==> src/rtl/blvds_stim_gen.sv <==
// Purpose: periodic framed test-pattern source; four payload modes, per-frame channel tag, sticky overrun flag. Optional macro: BLVDS_STIM_CHECKSUM_EN.
// Latency: the frame's first word is valid the cycle after the oFRAME_INIT pulse; then one word per accepted cycle.
// Backpressure: valid/ready. A stalled word holds still, the period counter keeps running, and an expiry mid-frame drops the next frame.
module blvds_stim_gen #(
  parameter int DATA_W    = 18,
  parameter int PERIOD_W  = 26,
  parameter int FRAME_LEN = 16,
  parameter int CH_NUM    = 4
) (
  input  logic                       iCLK,
  input  logic                       iRESET,
  input  logic                       iENA,
  input  logic [PERIOD_W-1:0]        iPERIOD,
  input  logic [1:0]                 iMODE,
  input  logic                       iREADY,
  output logic                       oFRAME_INIT,
  output logic [DATA_W-1:0]          oDATA,
  output logic                       oVALID,
  output logic                       oSOF,
  output logic                       oEOF,
  output logic [$clog2(CH_NUM)-1:0]  oCH,
  output logic                       oOVERRUN
);

  localparam int CH_W  = $clog2(CH_NUM);
  localparam int PAY_W = DATA_W - CH_W;
  localparam int IDX_W = 8;
`ifdef BLVDS_STIM_CHECKSUM_EN
  localparam int LAST_IDX = FRAME_LEN;      // checksum word follows the payload words
`else
  localparam int LAST_IDX = FRAME_LEN - 1;
`endif

  // MSB-first 1010... pattern of the payload width
  function automatic logic [PAY_W-1:0] altPattern();
    logic [PAY_W-1:0] p;
    p = '0;
    for (int i = 0; i < PAY_W; i++) p[i] = ((PAY_W - 1 - i) % 2 == 0);
    return p;
  endfunction
  localparam logic [PAY_W-1:0] ALT_PAT = altPattern();

  typedef enum logic [1:0] {IDLE, COUNT, SEND} state_t;

  state_t            state, stateNxt;
  logic [PERIOD_W-1:0] periodCnt, periodReg;
  logic [IDX_W-1:0]  wordIdx;
  logic [PAY_W-1:0]  frameCnt;
  logic [CH_W-1:0]   chReg;
  logic [1:0]        modeReg;
  logic              overrunReg;
  logic              frameInit;
  logic              expiry, xfer, lastWord;
  logic [PAY_W-1:0]  payload, payloadOut;
  int                bitPos;
`ifdef BLVDS_STIM_CHECKSUM_EN
  logic [PAY_W-1:0]  sumReg;
`endif

  assign expiry   = (periodCnt == periodReg - PERIOD_W'(1));
  assign xfer     = (state == SEND) && iREADY;
  assign lastWord = (wordIdx == IDX_W'(LAST_IDX));

  // Next-state decode and frame-start pulse
  always_comb begin
    stateNxt  = state;
    frameInit = 1'b0;
    case (state)
      IDLE:  if (iENA && (iPERIOD != '0)) stateNxt = COUNT;
      COUNT: begin
        if (!iENA) begin
          stateNxt = IDLE;
        end else if (expiry) begin
          frameInit = 1'b1;
          stateNxt  = SEND;
        end
      end
      SEND: begin
        frameInit = expiry;   // expiry here still pulses, but that frame is dropped
        if (xfer && lastWord) stateNxt = iENA ? COUNT : IDLE;
      end
      default: stateNxt = IDLE;
    endcase
  end

  // Payload pattern for the current word, using the mode latched at frame start
  always_comb begin
    payload = '0;
    bitPos  = int'(wordIdx) % PAY_W;
    case (modeReg)
      2'd0:    payload = PAY_W'(wordIdx);
      2'd1:    payload = frameCnt;
      2'd2:    payload = wordIdx[0] ? ~ALT_PAT : ALT_PAT;
      default: payload = PAY_W'(1) << bitPos;
    endcase
  end

  // Select the checksum in place of the pattern on the trailing word
  always_comb begin
    payloadOut = payload;
`ifdef BLVDS_STIM_CHECKSUM_EN
    if (wordIdx == IDX_W'(FRAME_LEN)) payloadOut = sumReg;
`endif
  end

  // FSM state register
  always_ff @(posedge iCLK or posedge iRESET) begin
    if (iRESET) state <= IDLE;
    else        state <= stateNxt;
  end

  // Period counter: cleared in IDLE, free-running through COUNT and SEND; period latched on IDLE exit
  always_ff @(posedge iCLK or posedge iRESET) begin
    if (iRESET) begin
      periodCnt <= '0;
      periodReg <= '0;
    end else if (state == IDLE) begin
      periodCnt <= '0;
      if (stateNxt == COUNT) periodReg <= iPERIOD;
    end else if (expiry) begin
      periodCnt <= '0;
    end else begin
      periodCnt <= periodCnt + PERIOD_W'(1);
    end
  end

  // Mode capture at frame start and sticky overrun on expiry during a frame
  always_ff @(posedge iCLK or posedge iRESET) begin
    if (iRESET) begin
      modeReg    <= 2'd0;
      overrunReg <= 1'b0;
    end else begin
      if (state == COUNT && stateNxt == SEND) modeReg <= iMODE;
      if (state == SEND && expiry)            overrunReg <= 1'b1;
    end
  end

  // Word index, channel and frame counters advance on accepted words
  always_ff @(posedge iCLK or posedge iRESET) begin
    if (iRESET) begin
      wordIdx  <= '0;
      chReg    <= '0;
      frameCnt <= '0;
    end else if (xfer) begin
      if (lastWord) begin
        wordIdx  <= '0;
        chReg    <= chReg + CH_W'(1);
        frameCnt <= frameCnt + PAY_W'(1);
      end else begin
        wordIdx  <= wordIdx + IDX_W'(1);
      end
    end
  end

`ifdef BLVDS_STIM_CHECKSUM_EN
  // Running payload sum, restarted after each frame
  always_ff @(posedge iCLK or posedge iRESET) begin
    if (iRESET)                sumReg <= '0;
    else if (xfer && lastWord) sumReg <= '0;
    else if (xfer)             sumReg <= sumReg + payload;
  end
`endif

  assign oVALID      = (state == SEND);
  assign oDATA       = oVALID ? {chReg, payloadOut} : '0;
  assign oSOF        = oVALID && (wordIdx == '0);
  assign oEOF        = oVALID && lastWord;
  assign oCH         = chReg;
  assign oOVERRUN    = overrunReg;
  assign oFRAME_INIT = frameInit;

endmodule

==> config.mk <==
export PLATFORM = sky130hd
export DESIGN_NAME = blvds_stim_gen
export DESIGN_NICKNAME = d
export VERILOG_FILES = /design/src/rtl/blvds_stim_gen.sv
export SDC_FILE = /design/constraint.sdc
export NUM_CORES = 1
export LEC_CHECK = 0
export ABC_AREA = 1
export BUFFER_PORTS_ARGS = -buffer_cell sky130_fd_sc_hd__buf_2
export CORE_UTILIZATION = 35
export CTS_CLUSTER_DIAMETER = 100
export CTS_CLUSTER_SIZE = 14
export DETAILED_ROUTE_END_ITERATION = 10
export PLACE_DENSITY_LB_ADDON = 0.12
export SYNTH_ARGS = -nofsm -noshare
export SYNTH_HDL_FRONTEND = slang
export SYNTH_SLANG_ARGS = --single-unit
==> constraint.sdc <==
create_clock -name iCLK -period 2.5 [get_ports iCLK]
set_input_delay 0.375 -clock iCLK [delete_from_list [all_inputs] [get_ports iCLK]]
set_output_delay 0.375 -clock iCLK [all_outputs]
set_load 0.01 [all_outputs]
==> results of run 1 <==
registers in the layout, indices dropped and copies added, names as in the netlist:
name,cells
periodReg,26
periodCnt,26
state,2
oCH,2
oOVERRUN,1
modeReg,2
frameCnt,16
wordIdx,8
how the worst max path moves through the flow:
stage                         startpoint                   endpoint  slack [ps]  cells past startpoint
4_1_cts         periodReg[1]$_DFFE_PP0P_                oFRAME_INIT        -260                     13
5_1_grt         periodReg[1]$_DFFE_PP0P_                oFRAME_INIT        -420                     14
3_3_place_gp   periodReg[11]$_DFFE_PP0P_  periodReg[10]$_DFFE_PP0P_        -210                     13
3_5_place_dp    periodReg[1]$_DFFE_PP0P_   periodReg[6]$_DFFE_PP0P_        -260                     15
6_report        periodReg[1]$_DFFE_PP0P_                oFRAME_INIT        -310                     14
2_1_floorplan   periodReg[0]$_DFFE_PP0P_  periodReg[25]$_DFFE_PP0P_         220                     17
repair_timing:
action,CTS,global route
setup endpoints to repair,36,45
pin swaps,4,29
cloned,1,5
hold buffers,0,0
buffers inserted,1,16
resized for setup,33,62
layer usage:
layer  vias up  track usage, %  wire length, um
met4         0            5.31              175
li1       3079               -                -
met1      2858            27.8             9010
met3        11            3.21              665
met2        95            35.3             9060
met5         -               0                0
area by class of cell:
type | instances | area (um^2)
Sequential cell | 83 | 2080
Tap cell | 220 | 275
Clock inverter | 7 | 75.1
Clock buffer | 9 | 225
Fill cell | 1782 | 8860
Timing Repair Buffer | 139 | 1050
Inverter | 126 | 489
Timing Repair inverter | 2 | 20.0
Multi-Input combinational cell | 638 | 3740
power groups by stage:
stage	Sequential, mW	Clock (mW)	Combinational (mW)
floorplan	1.80	0	2.16
global placement	1.87	0	3.04
detailed placement	1.87	0	3.03
CTS	1.86	1.43	3.25
global route	1.93	1.48	4.37
finish	1.90	1.39	3.98
layout by cell type, fill, tap and decap left out, drive strengths merged, types with 2 or more instances in the layout:
| cell type | count |
|---|---|
| xor2 | 26 |
| nor2 | 130 |
| clkinv | 6 |
| o221ai | 2 |
| ha | 13 |
| nand3 | 83 |
| a221oi | 6 |
| or2 | 3 |
| o21bai | 28 |
| nand3b | 2 |
| nor4 | 5 |
| o22ai | 2 |
| o21ai | 26 |
| dfrtp | 83 |
| xnor2 | 21 |
| nor3 | 20 |
| o2111ai | 2 |
| nand4 | 29 |
| a21oi | 25 |
| a31oi | 3 |
| inv | 127 |
| nand2 | 201 |
| buf | 137 |
| a211oi | 4 |
| clkbuf | 11 |
stage by stage:
step           power, mW  hold WS (ps)  TNS, ps
2_1_floorplan       3.96           442        0
3_3_place_gp        4.91           472    -5040
3_5_place_dp        4.90           469    -6020
4_1_cts             6.55           111     -265
5_1_grt             7.78           127    -4320
6_report            7.27          98.5     -757
kinds of logic (layout without fill, tap and decap cells):
kind of cell	Yosys count	in the layout	share of synthesized area, %
AND/OR/NAND/NOR	474	475	35.6
flip-flops	83	83	34.0
AO/OA/AOI/OAI	101	102	10.7
adder cells (fa/ha/maj)	13	13	2.66
XOR/XNOR	48	48	7.10
buffers and inverters	146	283	10.0
worst min-delay path, delay by kind of cell:
| kind | cells | cell delay (ps) |
|---|---|---|
| buf+inv | 3 | 460 |
==> results by group, run 1 <==
Pwr
  – Max rail drop VDD: 0.000494 V
  – P_sw: around 3.2 mW
  – Clock share of power: between 10% and 20%
  – LEAKAGE: 3.94 nW
  – Reg power frac: 26.1%
  – Pwr/cell area: about 910 mW/mm^2
  – Logic pwr share: a little over half
  – Switching Fraction: 44.1%
  – Internal power: a little over 4 mW

Setup path
  – Reg-to-reg startpoint: periodReg[2]$_DFFE_PP0P_
  – Crit Path Max Fanout: 4
  – Worst reg-to-reg path cell count: 16
  – Crit path cell chain: inv_2 > ha_4 > nand2_4 > nor2_4 > buf_6 > nand3b_1 > nand2_2 > o21ai_2 > nor2_1 > nand4_1 > a21oi_2 > o2111ai_2 > nor2_1 > buf_2
  – Worst r2r dst: periodReg[10]$_DFFE_PP0P_
  – Register-to-Register Setup Slack: -70 ps
  – CP Launch Type: flip-flop
  – Arrival @ worst endpoint: ~2400 ps
  – Worst setup EP type: output port
  – Slowest stage cell on the critical path: dfrtp_1
  – Largest delay contributor family on the critical path: simple AND/OR/NAND/NOR gates
  – WP buf/inv: 3
  – Crit Path Class: flip-flop to output port
  – WP data required: about 2100 ps
  – Cell repeated most along the worst path: nor2_1
  – CP peak stage delay: 410 ps

Synthesis
  – Top_reg_cell synth: dfrtp_1
  – Yosys reg bits: 83
  – Average size of a mapped cell: 7.07 um^2
  – Largest area contributor in the netlist: dfrtp_1
  – Share of the synthesized area in the top cell type: between 30% and 40%
  – Synth top area cells: dfrtp_1, nand2_1, inv_1
  – Synth top cells by count: nand2_1, inv_1, nor2_1
  – Netlist cell types: 45
  – Mapped Area: 0.00611 mm^2
  – Ys Warns: 0
  – Async S/R FF share, synth: 100%
  – Number of synthesized flops with an enable pin: 0
  – Top-count cell post-synth: nand2_1
  – Cells after Synth: approximately 870
  – Sequential area share after synthesis: 34.0%
  – Post-Syn Nets: ~900

Placed design
  – GP Congestion: between 0.8 and 0.9
  – Placed Area: 0.00705 mm^2
  – Placed insts: ~1200
  – Pre-CTS setup slack: -261 ps
  – PortBufs: 56
  – Post-DP HPWL: 13.6 mm

Clock network
  – Clock transition at the registers of the reported paths: approximately 70 ps
  – Root Buffer: clkbuf_16
  – Clk buf depth: 2
  – Clock Sinks: 83
  – CTS tree: yes
  – # H-tree levels: 3
  – Clock latency on the worst-skew pair: roughly 350 ps
  – Cts bufs inserted: 9

Flow run
  – Max_cap viols: 0

Global routing
  – Number of global-route vias before repair: around 5700
  – Initial antenna violation count: 0
  – Gr ovfl total: 0
  – Largest net degree at the start of global routing: 56
  – First-pass GRT wire length: between 20 and 30 mm
  – All-Layer GR Usage: 20.9%

Route
  – Drt via density: approximately 5
  – DRC Markers: 0
  – Wirelength, routed: between 15 and 20 mm
  – Routed WL per cell: 15.4 um
  – Via Count: between 6000 and 7000
  – Router iterations before antenna repair: 4
  – Antenna Nets Post-Route: 0
  – Initial drt markers: 280

Floorplanning
  – Chip height: ~130 um
  – Core area: between 0.015 and 0.02 mm^2
  – Die width: between 100 and 150 um
  – # rows: between 40 and 50
  – Effective utilization at floorplan: between 30% and 40%
  – Total Die Area: around 0.018 mm^2
  – IO Count: 57

Status
  – Outcome: finished, violations left
  – Violated checks: setup timing

Timing
  – Max Fclk: around 0.36 GHz
  – Crit path time final: 2810 ps
  – Final WS setup: -315 ps
  – Final Cycle Share: 113%
  – Setup violators final: 18
  – Final Max Tran Viols: 0
  – Worst Tran Pin Value: 471 ps
  – Clock Skew: ~6.9 ps
  – Rel. slew slack: roughly 68%
  – Final hold vios: 0
  – RSZ-0062 raised after global routing: true

Final layout
  – Number of diodes: 0
  – Final Cell Area: 0.00795 mm^2
  – Post-layout util: 47.3%
  – Layout area overhead: 30.1%
  – Finished Layout Cells: about 1200
  – Final nets: approximately 1000
  – Share of cells above drive strength 1: ~26%

Min path
  – Hold Crit Class: primary input to async pin
Note: power is estimated with default switching activity, not from simulation.
==> inputs of run 2 (changes only) <==
==> constraint.sdc (replaced) <==
create_clock -name iCLK -period 2.5 [get_ports iCLK]
set_input_delay 0.125 -clock iCLK [delete_from_list [all_inputs] [get_ports iCLK]]
set_output_delay 0.125 -clock iCLK [all_outputs]
set_load 0.01 [all_outputs]
==> run 2 against run 1 <==
Die area is the same. Critical endpoint is now periodReg[14]$_DFFE_PP0P_. Critical path type is now flip-flop to flip-flop. Power rose by 3.1%. Largest cell class unchanged. Wire length up 0.89%. The flow still finishes with violations (setup timing).
==> results by group, run 2 (synthesized netlist as in run 1, its figures left out) <==
Setup path
  – Worst r2r dst: periodReg[14]$_DFFE_PP0P_
  – Crit path to: periodReg[14]$_DFFE_PP0P_
  – Reg-to-reg startpoint: periodReg[1]$_DFFE_PP0P_
  – CP Launch Type: flip-flop
  – Worst reg-to-reg path cell count: 17 (+1)
  – Register-to-Register Setup Slack: -70 ps (about the same)
  – Arrival @ worst endpoint: 2850 ps (+410 ps)
  – WP data required: 2790 ps (+670 ps)
  – Crit Path Class: flip-flop to flip-flop
  – Worst setup EP type: flip-flop
  – Crit Path Max Fanout: 13 (+9)
  – Critical Path Start: periodReg[1]$_DFFE_PP0P_

Timing
  – Worst Tran Pin Value: 666 ps (+195 ps)
  – Final Max Tran Viols: 0 (unchanged)
  – Clock Skew: 12.7 ps (+5.78 ps)
  – Crit path time final: 2570 ps (-248 ps)
  – Max Fclk: 0.390 GHz (+9.7%)
  – Final Cycle Share: 103% (-9.9 points)
  – RSZ-0062 raised after global routing: true
  – Setup violators final: 23 (+5)
  – Rel. slew slack: 55.5% (-13 points)
  – Final WS setup: -66.8 ps (+248 ps)
  – Final hold vios: 0 (unchanged)

Floorplanning
  – Total Die Area: 0.0180 mm^2 (unchanged)
  – Die width: 134 um (unchanged)
  – IO Count: 57 (unchanged)
  – # rows: 47 (unchanged)
  – Core area: 0.0168 mm^2 (unchanged)
  – Effective utilization at floorplan: 36.3% (unchanged)
  – Chip height: 134 um (unchanged)

Placed design
  – Placed Area: 0.00720 mm^2 (+2.1%)
  – PortBufs: 56 (unchanged)
  – GP Congestion: 0.910 (+1.4%)
  – Post-DP HPWL: 14.1 mm (+3.5%)

Route
  – Wirelength, routed: 19.1 mm (+0.89%)
  – Routed WL per cell: 15.3 um (-0.89%)
  – Initial drt markers: 289 (+3.2%)
  – Drt via density: 4.96 (+0.41%)
  – Router iterations before antenna repair: 5 (+1)
  – Antenna Nets Post-Route: 0 (unchanged)
  – Via Count: 6177 (+2.2%)
  – DRC Markers: 0 (unchanged)

Status
  – Violated checks: setup timing
  – Outcome: finished, violations left

Global routing
  – First-pass GRT wire length: 30.3 mm (+3.4%)
  – Initial antenna violation count: 0 (unchanged)
  – Largest net degree at the start of global routing: 33 (-41%)
  – All-Layer GR Usage: 21.7% (+0.80 points)
  – Gr ovfl total: 0 (unchanged)
  – Number of global-route vias before repair: 5919 (+4.2%)

Pwr
  – Internal power: 4.31 mW (+6.0%)
  – Clock share of power: 19.5% (+0.4 points)
  – Max rail drop VDD: 0.000696 V (+41%)
  – Reg power frac: 25.4% (-0.7 points)
  – P_sw: 3.19 mW (-0.51%)
  – Pwr/cell area: 922 mW/mm^2 (+0.82%)
  – Logic pwr share: 55.1% (+0.3 points)
  – Switching Fraction: 42.6% (-1.5 points)
  – LEAKAGE: 4.06 nW (+3.0%)

Clock network
  – Clock transition at the registers of the reported paths: 70 ps (about the same)
  – Clock Sinks: 83 (unchanged)
  – # H-tree levels: 3 (unchanged)
  – Cts bufs inserted: 9 (unchanged)
  – CTS tree: yes
  – Clk buf depth: 2 (unchanged)
  – Root Buffer: clkbuf_16
  – Clock latency on the worst-skew pair: 350 ps (about the same)

Final layout
  – Post-layout util: 48.4% (+1.1 points)
  – Most common cell after layout, fill and taps aside: nand2_1
  – Final nets: 1067 (+2.2%)
  – Top flop regs: periodCnt (26), periodReg (26), frameCnt (16)
  – Most frequent cells in the layout: nand2_1, inv_1, nor2_1, buf_4, dfrtp_1
  – Layout fillers: 1747 (-2.0%)
  – Layout area overhead: 33.1%
  – Final Cell Area: 0.00813 mm^2 (+2.3%)
  – Number of diodes: 0 (unchanged)
  – Share of cells above drive strength 1: 27.1% (+1.1 points)

Flow run
  – Max_cap viols: 0 (unchanged)

Min path
  – Hold Crit Class: primary input to flip-flop
## run 2: cell type report
type                    count  area, um^2  area share, %
flip-flops and latches     83        2080           25.6
well taps                 220         275           3.38
clock inverters             6        90.1           1.11
repair inverters            1        8.76          0.108
repair buffers            163        1230           15.1
multi-input cells         638        3740           45.9
inverters                 126         487           5.98
clock buffers               9         225           2.77
## run 2: metal layers
layer / GRT usage [%] / vias to the layer above / routed length (um)
met2: 35.8 / 106 / 8900
met4: 7.55 / 0 / 405
met1: 29.0 / 2926 / 9170
li1: - / 3118 / -
met5: 0 / - / 0
met3: 3.10 / 27 / 605
## run 2: worst min-delay path by stage
stage	to	from	depth (start not counted)
after global placement	periodCnt[7]$_DFF_PP0_	iRESET	2
after detailed placement	periodCnt[6]$_DFF_PP0_	iRESET	2
after CTS	periodReg[4]$_DFFE_PP0P_	iPERIOD[4]	3
after floorplan	periodReg[0]$_DFFE_PP0P_	iPERIOD[0]	2
after global routing	periodReg[8]$_DFFE_PP0P_	iPERIOD[8]	3
final	modeReg[0]$_DFFE_PP0P_	iMODE[0]	3
## run 2: through the flow
stage               power (mW)  TNS, ps  setup slack (ps)  hold slack, ps  instances
CTS                       6.86     -126              -126            1.39       1228
detailed placement        5.12    -4170              -201             243       1205
floorplan                 3.96        0               219             255        865
global placement          5.11    -3610              -165             239       1205
finish                    7.50     -957             -66.8            10.6       1246
global route              8.01    -5460              -222            15.8       1246
## run 2: worst max-delay path, stage by stage (launching register included)
cell       delay [ps]
dfrtp_1           420
inv_2              90
ha_4              150
nand2_4            70
nor2_4            130
buf_6             140
nand2_2            50
nand2_2            70
nand2_1            50
nor2_1            130
nand3_2           110
nor2_4            160
nand4_1           240
nand3_4           200
buf_12            140
clkbuf_16         170
o21bai_1           80
nand2_1            60
## run 2: power groups by stage
stage,clock network (mW),logic [mW],registers [mW]
detailed placement,0,3.22,1.90
finish,1.46,4.13,1.90
CTS,1.51,3.47,1.88
floorplan,0,2.16,1.80
global route,1.55,4.53,1.93
global placement,0,3.22,1.89
## run 2: what timing repair did
action | CTS | global route
hold endpoints to repair | 30 | 0
resized for setup | 29 | 61
hold buffers | 2 | 0
gates cloned | 1 | 4
pin swaps | 14 | 32
buffers inserted | 5 | 14
setup endpoints to repair | 29 | 43
